[config.mk]
export PLATFORM = sky130hd
export DESIGN_NAME = my_sync_fifo_prog
export DESIGN_NICKNAME = d
export VERILOG_FILES = /design/src/rtl/my_fifo_pkg.sv /design/src/rtl/my_fifo_ram.sv /design/src/rtl/my_sync_fifo_prog.sv
export SDC_FILE = /design/constraint.sdc
export NUM_CORES = 1
export LEC_CHECK = 0
export CAP_MARGIN = 0
export CORE_MARGIN = 1.5
export CORE_UTILIZATION = 23
export CTS_CLUSTER_SIZE = 30
export DETAILED_ROUTE_END_ITERATION = 12
export DONT_BUFFER_PORTS = 1
export GPL_TIMING_DRIVEN = 0
export PLACE_DENSITY = 0.44
export SETUP_SLACK_MARGIN = 0.2
export SLEW_MARGIN = 5
export SYNTH_ARGS = -nofsm -noshare
export SYNTH_HDL_FRONTEND = slang
export SYNTH_SLANG_ARGS = --single-unit
[constraint.sdc]
create_clock -name myClk -period 3.37 [get_ports myClk]
set_clock_uncertainty 0.2 [all_clocks]
set_input_delay 0.5055 -clock myClk [delete_from_list [all_inputs] [get_ports myClk]]
set_output_delay 0.5055 -clock myClk [all_outputs]
set_load 0.01 [all_outputs]
[src/rtl/my_fifo_pkg.sv]
// ---------------------------------------------------------------------------
// my_fifo_pkg
// Shared constants and helpers for the single-clock programmable FIFO.
//   MY_DEFAULT_WIDTH  : default data word width in bits
//   MY_DEFAULT_ASIZE  : default address width (depth = 2**asize)
//   MY_DEFAULT_CNT_W  : default occupancy-count width (asize + 1)
//   fifo_depth()      : depth derived from an address width
//   fifo_cnt_width()  : count width derived from an address width
// Build option: MY_FIFO_FWFT_EN (first-word-fall-through read mode) is
// consumed by my_fifo_ram; nothing in this package depends on it.
// ---------------------------------------------------------------------------
package my_fifo_pkg;

  localparam int MY_DEFAULT_WIDTH = 8;
  localparam int MY_DEFAULT_ASIZE = 4;
  localparam int MY_DEFAULT_CNT_W = MY_DEFAULT_ASIZE + 1;

  function automatic int fifo_depth(input int asize);
    return 1 << asize;
  endfunction

  // One extra bit so the count can represent both 0 and a full FIFO.
  function automatic int fifo_cnt_width(input int asize);
    return asize + 1;
  endfunction

endpackage

[src/rtl/my_fifo_ram.sv]
// ---------------------------------------------------------------------------
// my_fifo_ram
// Simple dual-port register array backing the FIFO.
//   clk   : write (and registered read) clock
//   rst   : async active-high reset of the read-data register only
//   we    : write enable, waddr/wdata : write port
//   re    : read enable (advances the registered read data)
//   raddr : read address, rdata : read data
// Build option MY_FIFO_FWFT_EN:
//   defined     -> rdata is a combinational view of mem[raddr]
//   not defined -> rdata is registered, loaded from mem[raddr] when re=1 and
//                  held otherwise; cleared by rst
// The storage array itself is never reset.
// ---------------------------------------------------------------------------
module my_fifo_ram
  import my_fifo_pkg::*;
#(
  parameter int Width = MY_DEFAULT_WIDTH,
  parameter int AddrW = MY_DEFAULT_ASIZE
) (
  input  logic             clk,
  input  logic             rst,
  input  logic             we,
  input  logic [AddrW-1:0] waddr,
  input  logic [Width-1:0] wdata,
  input  logic             re,
  input  logic [AddrW-1:0] raddr,
  output logic [Width-1:0] rdata
);

  localparam int Depth = fifo_depth(AddrW);

  logic [Width-1:0] mem [Depth];

  always_ff @(posedge clk) begin
    if (we) mem[waddr] <= wdata;
  end

`ifdef MY_FIFO_FWFT_EN
  // The head word is always visible; reset and read enable play no part.
  logic unused_ram_inputs;
  assign unused_ram_inputs = ^{rst, re};
  assign rdata = mem[raddr];
`else
  logic [Width-1:0] rdata_d, rdata_q;

  always_comb begin
    rdata_d = rdata_q;
    if (re) rdata_d = mem[raddr];
  end

  always_ff @(posedge clk or posedge rst) begin
    if (rst) rdata_q <= '0;
    else     rdata_q <= rdata_d;
  end

  assign rdata = rdata_q;
`endif

endmodule

[src/rtl/my_sync_fifo_prog.sv]
// ---------------------------------------------------------------------------
// my_sync_fifo_prog
// Single-clock FIFO with occupancy count, programmable almost-full /
// almost-empty thresholds and sticky overflow / underflow flags.
//   myClk, myRst           : clock, async active-high reset
//   myWreq, myWdata        : write request and data
//   myRreq, myRdata        : read request and data
//   myWfull, myRempty      : count == depth / count == 0
//   myCount                : occupancy 0..depth
//   myAfullThr, myAfull    : almost-full threshold, count >= threshold
//   myAemptyThr, myAempty  : almost-empty threshold, count <= threshold
//   myClrErr               : synchronous clear of sticky flags
//   myOvf, myUdf           : sticky overflow / underflow
// Build option MY_FIFO_FWFT_EN selects first-word-fall-through reads (see
// my_fifo_ram); flags, count and error behaviour do not depend on it.
// ---------------------------------------------------------------------------
module my_sync_fifo_prog
  import my_fifo_pkg::*;
#(
  parameter int MyDepthSize = MY_DEFAULT_WIDTH,
  parameter int MyArraySize = MY_DEFAULT_ASIZE
) (
  input  logic                   myClk,
  input  logic                   myRst,
  input  logic                   myWreq,
  input  logic [MyDepthSize-1:0] myWdata,
  input  logic                   myRreq,
  output logic [MyDepthSize-1:0] myRdata,
  output logic                   myWfull,
  output logic                   myRempty,
  output logic [MyArraySize:0]   myCount,
  input  logic [MyArraySize:0]   myAfullThr,
  input  logic [MyArraySize:0]   myAemptyThr,
  output logic                   myAfull,
  output logic                   myAempty,
  input  logic                   myClrErr,
  output logic                   myOvf,
  output logic                   myUdf
);

  localparam int CntW = fifo_cnt_width(MyArraySize);
  localparam logic [CntW-1:0] DepthCnt = CntW'(fifo_depth(MyArraySize));

  logic [MyArraySize-1:0] wptr_d, wptr_q;
  logic [MyArraySize-1:0] rptr_d, rptr_q;
  logic [CntW-1:0]        count_d, count_q;
  logic                   ovf_d, ovf_q;
  logic                   udf_d, udf_q;
  logic                   wr_acc, rd_acc;

  // Acceptance looks only at the registered flags, so a read at full never
  // frees a slot for a same-cycle write and a write at empty never feeds a
  // same-cycle read.
  always_comb begin
    wr_acc  = myWreq && !myWfull;
    rd_acc  = myRreq && !myRempty;

    wptr_d  = wptr_q;
    rptr_d  = rptr_q;
    if (wr_acc) wptr_d = wptr_q + 1'b1;
    if (rd_acc) rptr_d = rptr_q + 1'b1;

    count_d = count_q;
    unique case ({wr_acc, rd_acc})
      2'b10:   count_d = count_q + 1'b1;
      2'b01:   count_d = count_q - 1'b1;
      default: count_d = count_q;
    endcase

    // Set is evaluated after clear so a coincident error still sticks.
    ovf_d = ovf_q;
    udf_d = udf_q;
    if (myClrErr) begin
      ovf_d = 1'b0;
      udf_d = 1'b0;
    end
    if (myWreq && myWfull)  ovf_d = 1'b1;
    if (myRreq && myRempty) udf_d = 1'b1;
  end

  always_ff @(posedge myClk or posedge myRst) begin
    if (myRst) begin
      wptr_q  <= '0;
      rptr_q  <= '0;
      count_q <= '0;
      ovf_q   <= 1'b0;
      udf_q   <= 1'b0;
    end else begin
      wptr_q  <= wptr_d;
      rptr_q  <= rptr_d;
      count_q <= count_d;
      ovf_q   <= ovf_d;
      udf_q   <= udf_d;
    end
  end

  assign myCount  = count_q;
  assign myWfull  = (count_q == DepthCnt);
  assign myRempty = (count_q == '0);
  assign myAfull  = (count_q >= myAfullThr);
  assign myAempty = (count_q <= myAemptyThr);
  assign myOvf    = ovf_q;
  assign myUdf    = udf_q;

  my_fifo_ram #(
    .Width (MyDepthSize),
    .AddrW (MyArraySize)
  ) u_ram (
    .clk   (myClk),
    .rst   (myRst),
    .we    (wr_acc),
    .waddr (wptr_q),
    .wdata (myWdata),
    .re    (rd_acc),
    .raddr (rptr_q),
    .rdata (myRdata)
  );

endmodule

==> Word level (Yosys, flattened, before mapping) <==
Memory sizes are Yosys's and may differ from the RTL's. A register that Yosys moved wholly into a read port is not among the register bits.
Index checks and enable logic that the tools add are counted.
{ "op_classes": {"n_reduce_logical": 10, "n_eq_ne": 3, "add_sub_neg": 4, "muxes": 6, "order_cmp": 2} }
{ "op_table": {"columns": ["op", "count"], "rows": [
  ["$pmux W5 S2", 1],
  ["$add A4 B1 Y4 const B", 2],
  ["$reduce_bool A2 Y1", 3],
  ["$add A5 B1 Y5 const B", 1],
  ["$eq A5 B5 Y1 const B", 1],
  ["$ge A5 B5 Y1", 1],
  ["$le A5 B5 Y1", 1],
  ["$logic_not A5 Y1", 1],
  ["$mux W1", 5],
  ["$sub A5 B1 Y5 const B", 1],
  ["$logic_and A1 B1 Y1", 4],
  ["$eq A2 B1 Y1 const B", 1],
  ["$eq A2 B2 Y1 const B", 1],
  ["$logic_not A1 Y1", 2]
]} }
{ "totals": {"word_cells": 31, "ff_bits": 15, "ramBits": 128, "out_inout_bits": 19, "mem_count": 1} }
{ "mem_list": {"columns": ["name", "words", "word_bits", "read_ports", "rd_clocked_by_memory_dff", "write_ports", "line", "text"], "rows": [
  ["u_ram.mem", 16, 8, 1, 1, 1, "my_fifo_ram.sv:33", "logic [Width-1:0] mem [Depth];"]
]} }

==> Longest topological paths before layout <==
Gate-level depths: netlist of run 1.
{ "logic_depth": {"word_depth": 5, "ltp_mapped": 15, "ltp_nobuf": 12} }

==> Modules after synthesis <==
From an unflattened synthesis of run 1, not the netlist that was laid out.
{ "hier_totals": {"hier_cells": 350, "area_unflattened_um2": 6427.4} }
{ "modules_own_cells": {"columns": ["module", "n_inst", "cells_per_inst", "area_each_um2"], "rows": [
  ["my_fifo_ram", 1, 241, 5335.1],
  ["my_sync_fifo_prog", 1, 109, 1092.3]
]} }

==> Worst setup path after synthesis of run 1 <==
No wires, ideal clock.
{ "synth_timing": {"path_kind": "register to register", "from": "register count_q[1], in the netlist myCount[1]", "to": "register count_q[4], in the netlist myCount[4]", "arrival_time_ps": 2670, "period_less_slack_ps": 2950, "path_stages_with_launch": 16, "path_slack_ps": 420, "t_required_ps": 3090, "setup_time_ps": 80, "path_cell_list": "dfrtp_1 buf_6 nor4_2 nand2_1 and2_1 buf_2 inv_1 ha_1 buf_2 xor2_1 ha_1 a21boi_1 o221ai_1 and3_1 o21bai_1 xnor2_1"} }
{ "synth_via": {"elab_chain_cells": 5} }
{ "synth_rtl": {"columns": ["element", "line", "text"], "rows": [
  ["start, declared", "my_sync_fifo_prog.sv:46", "logic [CntW-1:0] count_d, count_q;"],
  ["start signal, assigned", "my_sync_fifo_prog.sv:91", "count_q <= count_d;"],
  ["$eq A5 B5 Y1 / $logic_not A5 Y1 (equally long branches)", "my_sync_fifo_prog.sv:98, my_sync_fifo_prog.sv:99", null],
  ["$logic_not A1 Y1 (on tied branches)", "my_sync_fifo_prog.sv:55, my_sync_fifo_prog.sv:56", null],
  ["$logic_and A1 B1 Y1 (on tied branches)", "my_sync_fifo_prog.sv:55, my_sync_fifo_prog.sv:56", null],
  ["$eq A2 B1 Y1 / $eq A2 B2 Y1 (equally long branches)", "my_sync_fifo_prog.sv:64", "unique case ({wr_acc, rd_acc})"],
  ["$pmux W5 S2 / $reduce_bool A2 Y1 (equally long branches)", null, null]
]} }
Several ways; a longest one is shown, not always the timed one.
A chain may end at the register's enable or synchronous reset.

==> Worst setup path in the final report of run 1 <==
{ "layout_timing": {"from": "register count_q[3], in the netlist myCount[3]", "to": "register count_q[4], in the netlist myCount[4]"} }
Same word-level chain as after synthesis.

==> flow_metrics.py, run 1 <==
metrics = {
    "power": {
        "p_switching_uw": 2230,
        "clkPwrFrac_pct": 29.4,
        "combPwrFrac_pct": 31.1,
        "power_density_nw_per_um2": 845,
        "pwr-share-seq_pct": 39.5,
        "sw_frac_of_total_pct": 34.4,
        "p_int_uw": 4260,
        "total_power_uw": 6490,
        "ir_drop_v": 0.000285,
        "p_leak_uw": 0.00262,
    },
    "global_routing": {
        "globalRouteMet3Util_pct": 2.92,
        "use_met2_pct": 15.5,
        "grt-busiest-layer": "met2",
        "grt-ovfl-total": 0,
        "grt_pass1_vias": 3195,
        "grt_max_degree": 24,
        "gr-usage-all-layers_pct": 10.2,
        "use_met1_pct": 13.9,
        "antenna_found_initial": 0,
        "grt_pass1_wl_um": 20600,
    },
    "outcome": {
        "violations": "negative hold slack",
        "outcome": "finished with violations",
    },
    "floorplan": {
        "core_um2": 27100,
        "dieArea_um2": 28800,
        "fp-row-count": 60,
        "boundaryPins": 42,
        "die_w_um": 170,
        "die_h_um": 170,
        "start_util_pct": 23.6,
    },
    "drt": {
        "viasPerCell": 4.10,
        "ant_nets": 0,
        "wirelength_um": 14100,
        "drtIter0Drc": 206,
        "drt_pass1_iterations": 4,
        "drc_errors": 0,
        "wl_per_cell_um": 18.2,
        "dr_total_vias": 3167,
    },
    "worst_setup_path": {
        "critPathBufInv": 3,
        "worstPathArrival_ns": 3.12,
        "rrSetupSlack_ns": 0.36,
        "reg2reg_from": "myCount[3]",
        "setup.worst_path.start_class": "flip-flop",
        "crit_path_end_kind": "flip-flop",
        "cp-startpoint": "myCount[3]",
        "cpLargestDelayFamily": "simple AND/OR/NAND/NOR gates",
        "r2r_end": "myCount[4]",
        "required_ns": 3.48,
        "critical_path.slowest_cell": "dfrtp_2",
        "crit_chain": "nor4_4, nand2_1, and2_4, buf_6, inv_2, ha_2, buf_6, xor2_1, ha_2, a21boi_2, o221ai_2, and3_1, o21bai_1, xnor2_1",
        "critPathMaxStageDelay_ns": 0.49,
        "critPathKind": "reg2reg",
        "r2r_cells": 14,
        "cp.depth": 14,
        "critPathCapture": "myCount[4]",
        "crit_fanout": 9,
    },
    "placed_design": {
        "dpl_cell_area_um2": 6880,
        "gp_congestion": 0.670,
        "hpwlAfterDp_um": 9180,
        "dpl_worst_slack_ns": 0.0435,
        "portBuffers": 0,
    },
    "timing": {
        "fin_crit_ns": 3.01,
        "worst_slew_pin_slew_ns": 0.996,
        "max_freq_mhz": 332,
        "period_share_pct": 89.3,
        "fin_hold_ws_ns": -0.00452,
        "rsz0062_at_grt": "false",
        "setup_viol": 0,
        "setup_slack_ns": 0.361,
        "hold_violations": 3,
        "slew_headroom_pct": 33.5,
        "setup_tns_ns": 0,
        "slew_violations": 0,
    },
    "clock_network": {
        "clk_latency_ns": 0.43,
        "numCtsBuffers": 17,
        "cts_max_path_buffers": 2,
        "htree_levels": 4,
        "cts-root-buf": "clkbuf_16",
        "clk_pin_slew_ns": 0.07,
        "cts_tree": "yes",
        "clkSinkCount": 151,
    },
    "cells_and_area": {
        "fillers": 2695,
        "area_growth_pct": 20.0,
        "diodes": 0,
        "drive_gt1_share_pct": 28.2,
        "final_area_um2": 7680,
        "final_nets": 429,
    },
    "min_path": {
        "hold_path_class": "in2async",
    },
    "synth": {
        "ys_warn_count": 0,
        "synthesis.nets": 394,
        "avgSynthCellArea_um2": 18.2,
        "syn-cell-area_um2": 6400,
        "synth_cell_type_count": 41,
        "synth_cells": 352,
        "synth-seq-cells": 151,
        "yosysSeqAreaShare_pct": 69.1,
    },
    "flow_run": {
        "maxCapViolations": 0,
    },
}
-- Yosys cell counts, drive strengths merged --
cell | instances | share of area [%]
edfxtp | 128 | 60
mux4 | 32 | 11
nand2 | 24 | 1.5
dfrtp | 23 | 9.0
ha | 19 | 3.7
inv | 19 | 1.2
mux2i | 16 | 2.5
buf | 15 | 2.0
nor2 | 14 | 0.82
o221ai | 9 | 2.0
xnor2 | 9 | 1.2
nand2b | 6 | 0.82
a21oi | 5 | 0.39
o21ai | 5 | 0.39
nor3 | 4 | 0.31
nand4 | 3 | 0.29
a22o | 2 | 0.27
clkbuf | 2 | 0.14
nor2b | 2 | 0.20
o21a | 2 | 0.23
xor2 | 2 | 0.27
a21boi | 1 | 0.12
a21o | 1 | 0.12
a22oi | 1 | 0.12
and2 | 1 | 0.098
and2b | 1 | 0.16
and3 | 1 | 0.098
mux2 | 1 | 0.18
nor4 | 1 | 0.20
o21bai | 1 | 0.12
o22ai | 1 | 0.098
or3b | 1 | 0.14
-- registers in the layout (all words and copies together), names as in the netlist --
name / flops
myCount: 5
myOvf: 1
myUdf: 1
rptr_q: 4
u_ram.mem: 128
u_ram.rdata: 8
wptr_q: 4
-- power groups by stage --
| stage | logic, uW | registers, uW | clock network, uW |
|---|---|---|---|
| global placement | 1930 | 2590 | 0 |
| finish | 2020 | 2560 | 1910 |
| CTS | 2010 | 2580 | 1950 |
| global route | 2200 | 2600 | 2030 |
| floorplan | 1470 | 2510 | 0 |
| detailed placement | 1960 | 2610 | 0 |
-- per-layer routing --
layer  vias up  wire, um
met4         0       193
met1      1627      6610
met3        16       810
met5         -         0
met2        76      6460
li1       1448         -
-- cells by family (layout without fill, tap and decap cells) --
kind of cell	Yosys count	after routing	share of synthesized area, %
flops	151	151	69.1
compound gates	28	28	3.87
xor+xnor	11	11	1.51
mux	49	49	13.9
simple gates	58	58	4.61
buf+inv	36	84	3.28
fa+ha+maj	19	19	3.72
-- cell type report --
type                            count  area [um2]  area share [%]
Buffer                             17         149            1.94
Clock buffer                       17         425            5.54
Clock inverter                     15         184            2.39
Inverter                           19        73.8           0.961
Multi-Input combinational cell    165        1820            23.6
Sequential cell                   151        4420            57.6
Tap cell                          372         465            6.06
Timing Repair Buffer               16         143            1.86
-- worst min-delay path by stage --
| stage | start | end | depth (start not counted) |
|---|---|---|---|
| floorplan | myRst | myCount[0] | 1 |
| global placement | rptr_q[0] | rptr_q[0] | 2 |
| detailed placement | rptr_q[0] | rptr_q[0] | 2 |
| CTS | myRst | myOvf | 1 |
| global route | myRst | myOvf | 1 |
| finish | myRst | myOvf | 1 |
-- worst reg2reg max path, cell delays in order, from the launching register on --
cell and delay [ns]:
dfrtp_2 0.49, nor4_4 0.32, nand2_1 0.11, and2_4 0.18, buf_6 0.14, inv_2 0.06, ha_2 0.18, buf_6 0.12
xor2_1 0.16, ha_2 0.22, a21boi_2 0.17, o221ai_2 0.11, and3_1 0.19, o21bai_1 0.17, xnor2_1 0.09
-- through the flow --
step | instances | util [%] | hold slack (ns)
2_1_floorplan | 352 | - | 0.307
3_3_place_gp | 724 | 25.3 | 0.359
3_5_place_dp | 724 | 25.4 | 0.371
4_1_cts | 766 | 28.1 | 0.0278
5_1_grt | 772 | 28.3 | 0.0729
6_report | 772 | 28.3 | -0.00452
-- cell usage in the layout (no fill, tap or decap), types with 3 or more instances in the layout --
cell	Yosys	routed
buf_4	0	5
dfrtp_1	23	19
xnor2_1	9	9
ha_1	19	17
clkinv_8	0	6
clkbuf_16	0	17
o221ai_2	8	9
nor2_1	14	14
buf_6	4	6
nor3_2	0	4
inv_1	18	17
nand2_1	22	22
nand4_1	3	3
mux2i_1	16	16
buf_2	7	6
nand2b_1	4	4
dfrtp_2	0	4
o21ai_1	3	3
mux4_2	32	32
inv_8	0	5
dlygate4sd3_1	0	10
edfxtp_1	128	128
a21oi_1	5	5
-- timing repair --
item,in CTS,in global routing
pin swaps,0,4
gates resized for setup,7,8
hold endpoints to repair,130,0
hold buffers,10,0
endpoints found under the setup margin,1,1
buffers inserted,0,6
Note: power is estimated with default switching activity, not from simulation.
==> run 2, diff against run 1 <==
--- a/constraint.sdc
+++ b/constraint.sdc
@@ -3,3 +3,3 @@
 set_input_delay 0.5055 -clock myClk [delete_from_list [all_inputs] [get_ports myClk]]
 set_output_delay 0.5055 -clock myClk [all_outputs]
-set_load 0.01 [all_outputs]
+set_load 0.05 [all_outputs]
==> run 2 against run 1 <==
The flow still finishes with violations (negative hold slack). Sequential cell count did not move. Global-route usage rose by 0.33 points. Setup slack got worse by 0.17 ns. Via count fell by 0.51%. Largest power group unchanged. Register-to-register slack got worse by 0.17 ns. Wire length rose by 1.5%. Design area rose by 0.15%. Critical endpoint unchanged. Clock power barely moved.
==> flow_metrics.py, run 2 (synthesis gave the netlist of run 1 again) <==
metrics = {
    "clock_network": {
        "htree_levels": 4,
        "cts_tree": "yes",
        "clk_pin_slew_ns": 0.07,
        "cts-root-buf": "clkbuf_16",
        "numCtsBuffers": 17,
        "clk_latency_ns": 0.42,
        "cts_max_path_buffers": 2,
        "clkSinkCount": 151,
    },
    "global_routing": {
        "gr-usage-all-layers_pct": 10.6,
        "grt_pass1_wl_um": 21300,
        "antenna_found_initial": 0,
        "grt_max_degree": 24,
        "grt-ovfl-total": 0,
        "grt_pass1_vias": 3359,
    },
    "worst_setup_path": {
        "crit_fanout": 7,
        "setup.worst_path.start_class": "flip-flop",
        "r2r_cells": 13,
        "critPathKind": "reg2reg",
        "crit_path_end_kind": "flip-flop",
        "required_ns": 3.46,
        "worstPathArrival_ns": 3.27,
    },
    "drt": {
        "wl_per_cell_um": 18.5,
        "drc_errors": 0,
        "ant_nets": 0,
        "drt_pass1_iterations": 4,
        "drtIter0Drc": 173,
        "wirelength_um": 14300,
        "dr_total_vias": 3151,
        "viasPerCell": 4.09,
    },
    "flow_run": {
        "maxCapViolations": 0,
    },
    "timing": {
        "slew_violations": 0,
        "hold_violations": 21,
        "setup_viol": 0,
        "fin_hold_ws_ns": -0.0171,
        "rsz0062_at_grt": "true",
        "max_freq_mhz": 314,
        "worst_slew_pin_slew_ns": 1.03,
        "fin_crit_ns": 3.18,
        "slew_headroom_pct": 31.1,
        "period_share_pct": 94.5,
    },
    "cells_and_area": {
        "final_nets": 428,
        "regMostFlops": "u_ram.mem",
        "layout_commonest_cell": "edfxtp_1",
        "largest_reg_flops": 128,
        "area_growth_pct": 20.2,
        "diodes": 0,
        "final_cell_mix": "edfxtp_1, mux4_2, nand2_1",
        "drive_gt1_share_pct": 28.8,
        "final_util_pct": 28.4,
    },
    "floorplan": {
        "start_util_pct": 23.6,
        "core_um2": 27100,
        "die_w_um": 170,
        "fp-row-count": 60,
        "dieArea_um2": 28800,
        "boundaryPins": 42,
        "die_h_um": 170,
    },
    "power": {
        "ir_drop_v": 0.000308,
        "total_power_uw": 6840,
        "p_leak_uw": 0.00262,
        "power_density_nw_per_um2": 889,
    },
    "outcome": {
        "outcome": "finished with violations",
        "violations": "negative hold slack",
    },
    "placed_design": {
        "hpwlAfterDp_um": 9340,
        "gp_congestion": 0.691,
        "portBuffers": 0,
    },
    "min_path": {
        "hold_path_class": "in2async",
    },
}
-- run 2: cell types whose count changed in the layout (fill, tap and decap cells not counted), moves of 2 or more --
cell | previous run | this run
clkinv_8 | 6 | 3
inv_6 | 1 | 4
buf_4 | 5 | 7
dlygate4sd3_1 | 10 | 8
-- run 2: per-layer routing --
metal  up-vias  track usage (%)  wire length (um)
met3        10             3.38               630
met2        71             17.6              7000
li1       1436                -                 -
met1      1634             13.1              6550
met4         0             3.00               103
met5         -                0                 0
-- run 2: cell type report --
| cell class | instances | area [um2] |
|---|---|---|
| fillers | 2721 | 19400 |
| flip-flops and latches | 151 | 4430 |
| multi-input cells | 165 | 1840 |
| well taps | 372 | 465 |
| clock buffers | 17 | 425 |
| clock inverters | 15 | 180 |
| plain buffers | 17 | 145 |
| repair buffers | 15 | 129 |
| inverters | 19 | 78.8 |
-- run 2: metrics by stage --
stage          cell area, um2  hold slack [ns]  setup WS [ns]  std cells  TNS [ns]
2_1_floorplan            6410            0.307          0.207        352         0
3_5_place_dp             6910            0.376        -0.0554        726   -0.0554
3_3_place_gp             6880            0.355        0.00919        724         0
5_1_grt                  7690          0.00960         0.0636        771         0
6_report                 7690          -0.0171          0.186        771         0
4_1_cts                  7680          0.00847          0.201        770         0
-- run 2: final timing paths --
check                            from    endpoint  slack [ns]
setup / recovery           myCount[2]  myCount[4]        0.19
hold / removal                  myRst  myCount[4]       -0.02
setup reg to reg           myCount[2]  myCount[4]        0.19
hold reg to reg             rptr_q[0]   rptr_q[0]        0.39
max in group asynchronous       myRst  myCount[2]        2.30
min in group myClk             myWreq       myOvf        0.03
-- run 2: repair_timing --
| action | in CTS | in global routing |
|---|---|---|
| hold buffers | 8 | 0 |
| endpoints found under the setup margin | 3 | 3 |
| pin swaps | 6 | 0 |
| resized for setup | 14 | 1 |
| endpoints found under the hold margin | 128 | 0 |
| buffers inserted | 4 | 1 |
-- run 2: critical path: stages, from the launching register on --
cell	delay, ns
dfrtp_4	0.59
nor4_4	0.32
and2b_4	0.32
nand2b_4	0.21
inv_8	0.03
ha_4	0.15
buf_6	0.11
xor2_1	0.13
ha_2	0.18
a21boi_2	0.16
o221ai_2	0.21
and3_1	0.19
o21bai_1	0.10
xnor2_1	0.13
-- run 2: power by group --
part | switching, uW | total, uW | internal (uW) | leakage, uW
sequential | 495 | 2820 | 2320 | 0.00143
clock | 859 | 1920 | 1060 | 0.000295
combinational | 1170 | 2100 | 925 | 0.000893
total | 2520 | 6840 | 4310 | 0.00262
==> run 3, diff against run 2 <==
- CORE_MARGIN: 1.5 -> not set
- SLEW_MARGIN: 5 -> 10
==> run 3 against run 2 <==
The run now ends clean. Clock power shrank 4%. Worst hold slack gained 0.036 ns. Design area grew 0.23%. Critical path depth grew 1. Final cell count grew 0.52%. Setup slack lost 0.0030 ns. Register-to-register slack is essentially flat. Global-route usage grew 0.35 points. Critical path type unchanged. Largest cell class unchanged. Highest routed layer unchanged.
==> flow_metrics.py, run 3 (synthesis gave the netlist of run 1 again) <==
metrics = {
    "outcome": {
        "outcome": "completed",
    },
    "placed_design": {
        "portBuffers": 0,
        "gp_congestion": 0.683,
        "dpl_worst_slack_ns": -0.0434,
        "hpwlAfterDp_um": 9440,
        "dpl_cell_area_um2": 6900,
    },
    "worst_setup_path": {
        "critPathKind": "reg2reg",
        "r2r_cells": 14,
        "worstPathArrival_ns": 3.27,
        "setup.worst_path.start_class": "flip-flop",
        "required_ns": 3.45,
        "crit_path_end_kind": "flip-flop",
        "crit_fanout": 4,
    },
    "floorplan": {
        "die_h_um": 169,
        "core_um2": 27100,
        "dieArea_um2": 28500,
        "die_w_um": 169,
        "boundaryPins": 42,
        "start_util_pct": 23.6,
        "fp-row-count": 60,
    },
    "power": {
        "power_density_nw_per_um2": 884,
        "pwr-share-seq_pct": 41.3,
        "p_int_uw": 4320,
        "sw_frac_of_total_pct": 36.6,
        "p_switching_uw": 2490,
        "ir_drop_v": 0.000317,
        "p_leak_uw": 0.00261,
        "combPwrFrac_pct": 31.8,
        "total_power_uw": 6810,
        "clkPwrFrac_pct": 27.0,
    },
    "clock_network": {
        "cts-root-buf": "clkbuf_16",
        "cts_max_path_buffers": 2,
        "cts_tree": "yes",
        "htree_levels": 4,
        "clk_latency_ns": 0.42,
        "numCtsBuffers": 17,
        "clkSinkCount": 151,
        "clk_pin_slew_ns": 0.06,
    },
    "timing": {
        "fin_crit_ns": 3.19,
        "setup_viol": 0,
        "slew_violations": 0,
        "max_freq_mhz": 314,
        "period_share_pct": 94.6,
        "slew_headroom_pct": 32.0,
        "rsz0062_at_grt": "true",
        "worst_slew_pin_slew_ns": 1.02,
        "setup_slack_ns": 0.183,
        "hold_violations": 0,
    },
    "drt": {
        "dr_total_vias": 3231,
        "wirelength_um": 14700,
        "ant_nets": 0,
        "drtIter0Drc": 206,
        "viasPerCell": 4.17,
        "drt_pass1_iterations": 5,
        "wl_per_cell_um": 18.9,
        "drc_errors": 0,
    },
    "cells_and_area": {
        "final_cell_mix": "edfxtp_1, mux4_2, nand2_1",
        "final_area_um2": 7710,
        "fillers": 2695,
        "diodes": 0,
        "largest_reg_flops": 128,
        "register_area_um2": 4430,
        "area_growth_pct": 20.5,
        "regMostFlops": "u_ram.mem",
        "multi_input_area_um2": 1850,
        "layout_commonest_cell": "edfxtp_1",
        "final_nets": 432,
        "drive_gt1_share_pct": 30.0,
        "final_util_pct": 28.4,
    },
    "min_path": {
        "hold_path_class": "in2async",
    },
    "global_routing": {
        "grt_pass1_wl_um": 21800,
        "grt-ovfl-total": 0,
        "antenna_found_initial": 0,
        "grt_max_degree": 24,
        "gr-usage-all-layers_pct": 10.9,
        "grt_pass1_vias": 3402,
    },
    "flow_run": {
        "maxCapViolations": 0,
    },
}
==> run 3: cell count changes in the layout (fill, tap and decap cells not counted), moves of 2 or more <==
cell,previous run,this run
clkinvlp_4,1,4
clkinv_1,0,2
buf_4,7,9
buf_6,5,7
inv_8,5,3
clkinv_8,3,0
==> run 3: worst paths after layout <==
check | start | slack (ns) | to
setup / recovery | myCount[1] | 0.18 | myCount[4]
hold / removal | myRst | 0.02 | myOvf
setup reg to reg | myCount[1] | 0.18 | myCount[4]
hold reg to reg | rptr_q[0] | 0.38 | rptr_q[0]
max in group asynchronous | myRst | 2.21 | myCount[2]
min in group myClk | myWreq | 0.03 | myOvf
==> run 3: through the flow <==
step                TNS (ns)  cells  hold WS (ns)
detailed placement   -0.0434    724         0.374
finish                     0    775        0.0190
CTS                        0    774       0.00903
floorplan                  0    352         0.307
global route               0    775       0.00185
global placement           0    724         0.350
==> run 3: worst max-delay path: stages (launching register included) <==
cell and delay [ns]:
dfrtp_2 0.53, buf_6 0.18, nor4_4 0.28, and2b_4 0.32, nand2b_4 0.20, inv_8 0.03, ha_4 0.15, buf_6 0.11
xor2_2 0.13, ha_2 0.18, a21boi_2 0.15, o221ai_2 0.20, and3_1 0.18, o21bai_1 0.08, xnor2_1 0.13
==> run 3: final cells by class <==
class	instances	share of cell area, %
clock buffer	17	5.52
timing repair buffer	19	2.13
inverter	19	1.10
clock inverter	15	1.82
multi-input combinational	165	24.0
tap	372	6.04
sequential	151	57.5
buffer	17	1.93
==> run 3: metal layers <==
layer	vias up	wire [um]	GRT usage, %
li1	1440	-	-
met1	1700	6740	14.6
met2	87	6910	17.2
met3	4	949	3.25
met4	0	65	2.85
met5	-	0	0
==> run 3: power groups by stage <==
stage	combinational (uW)	sequential (uW)	clock [uW]
6_report	2160	2810	1840
4_1_cts	2180	2820	1870
3_3_place_gp	2000	2850	0
5_1_grt	2360	2850	1950
3_5_place_dp	2050	2860	0
2_1_floorplan	1550	2770	0
==> run 3: repair_timing <==
action                                 in CTS  in global routing
setup endpoints to repair                   3                  4
endpoints found under the hold margin     128                  0
hold buffers                                8                  0
buffers inserted                           10                  1
resized for setup                          15                  7
pin swaps                                   8                  5
gates cloned                                0                  0
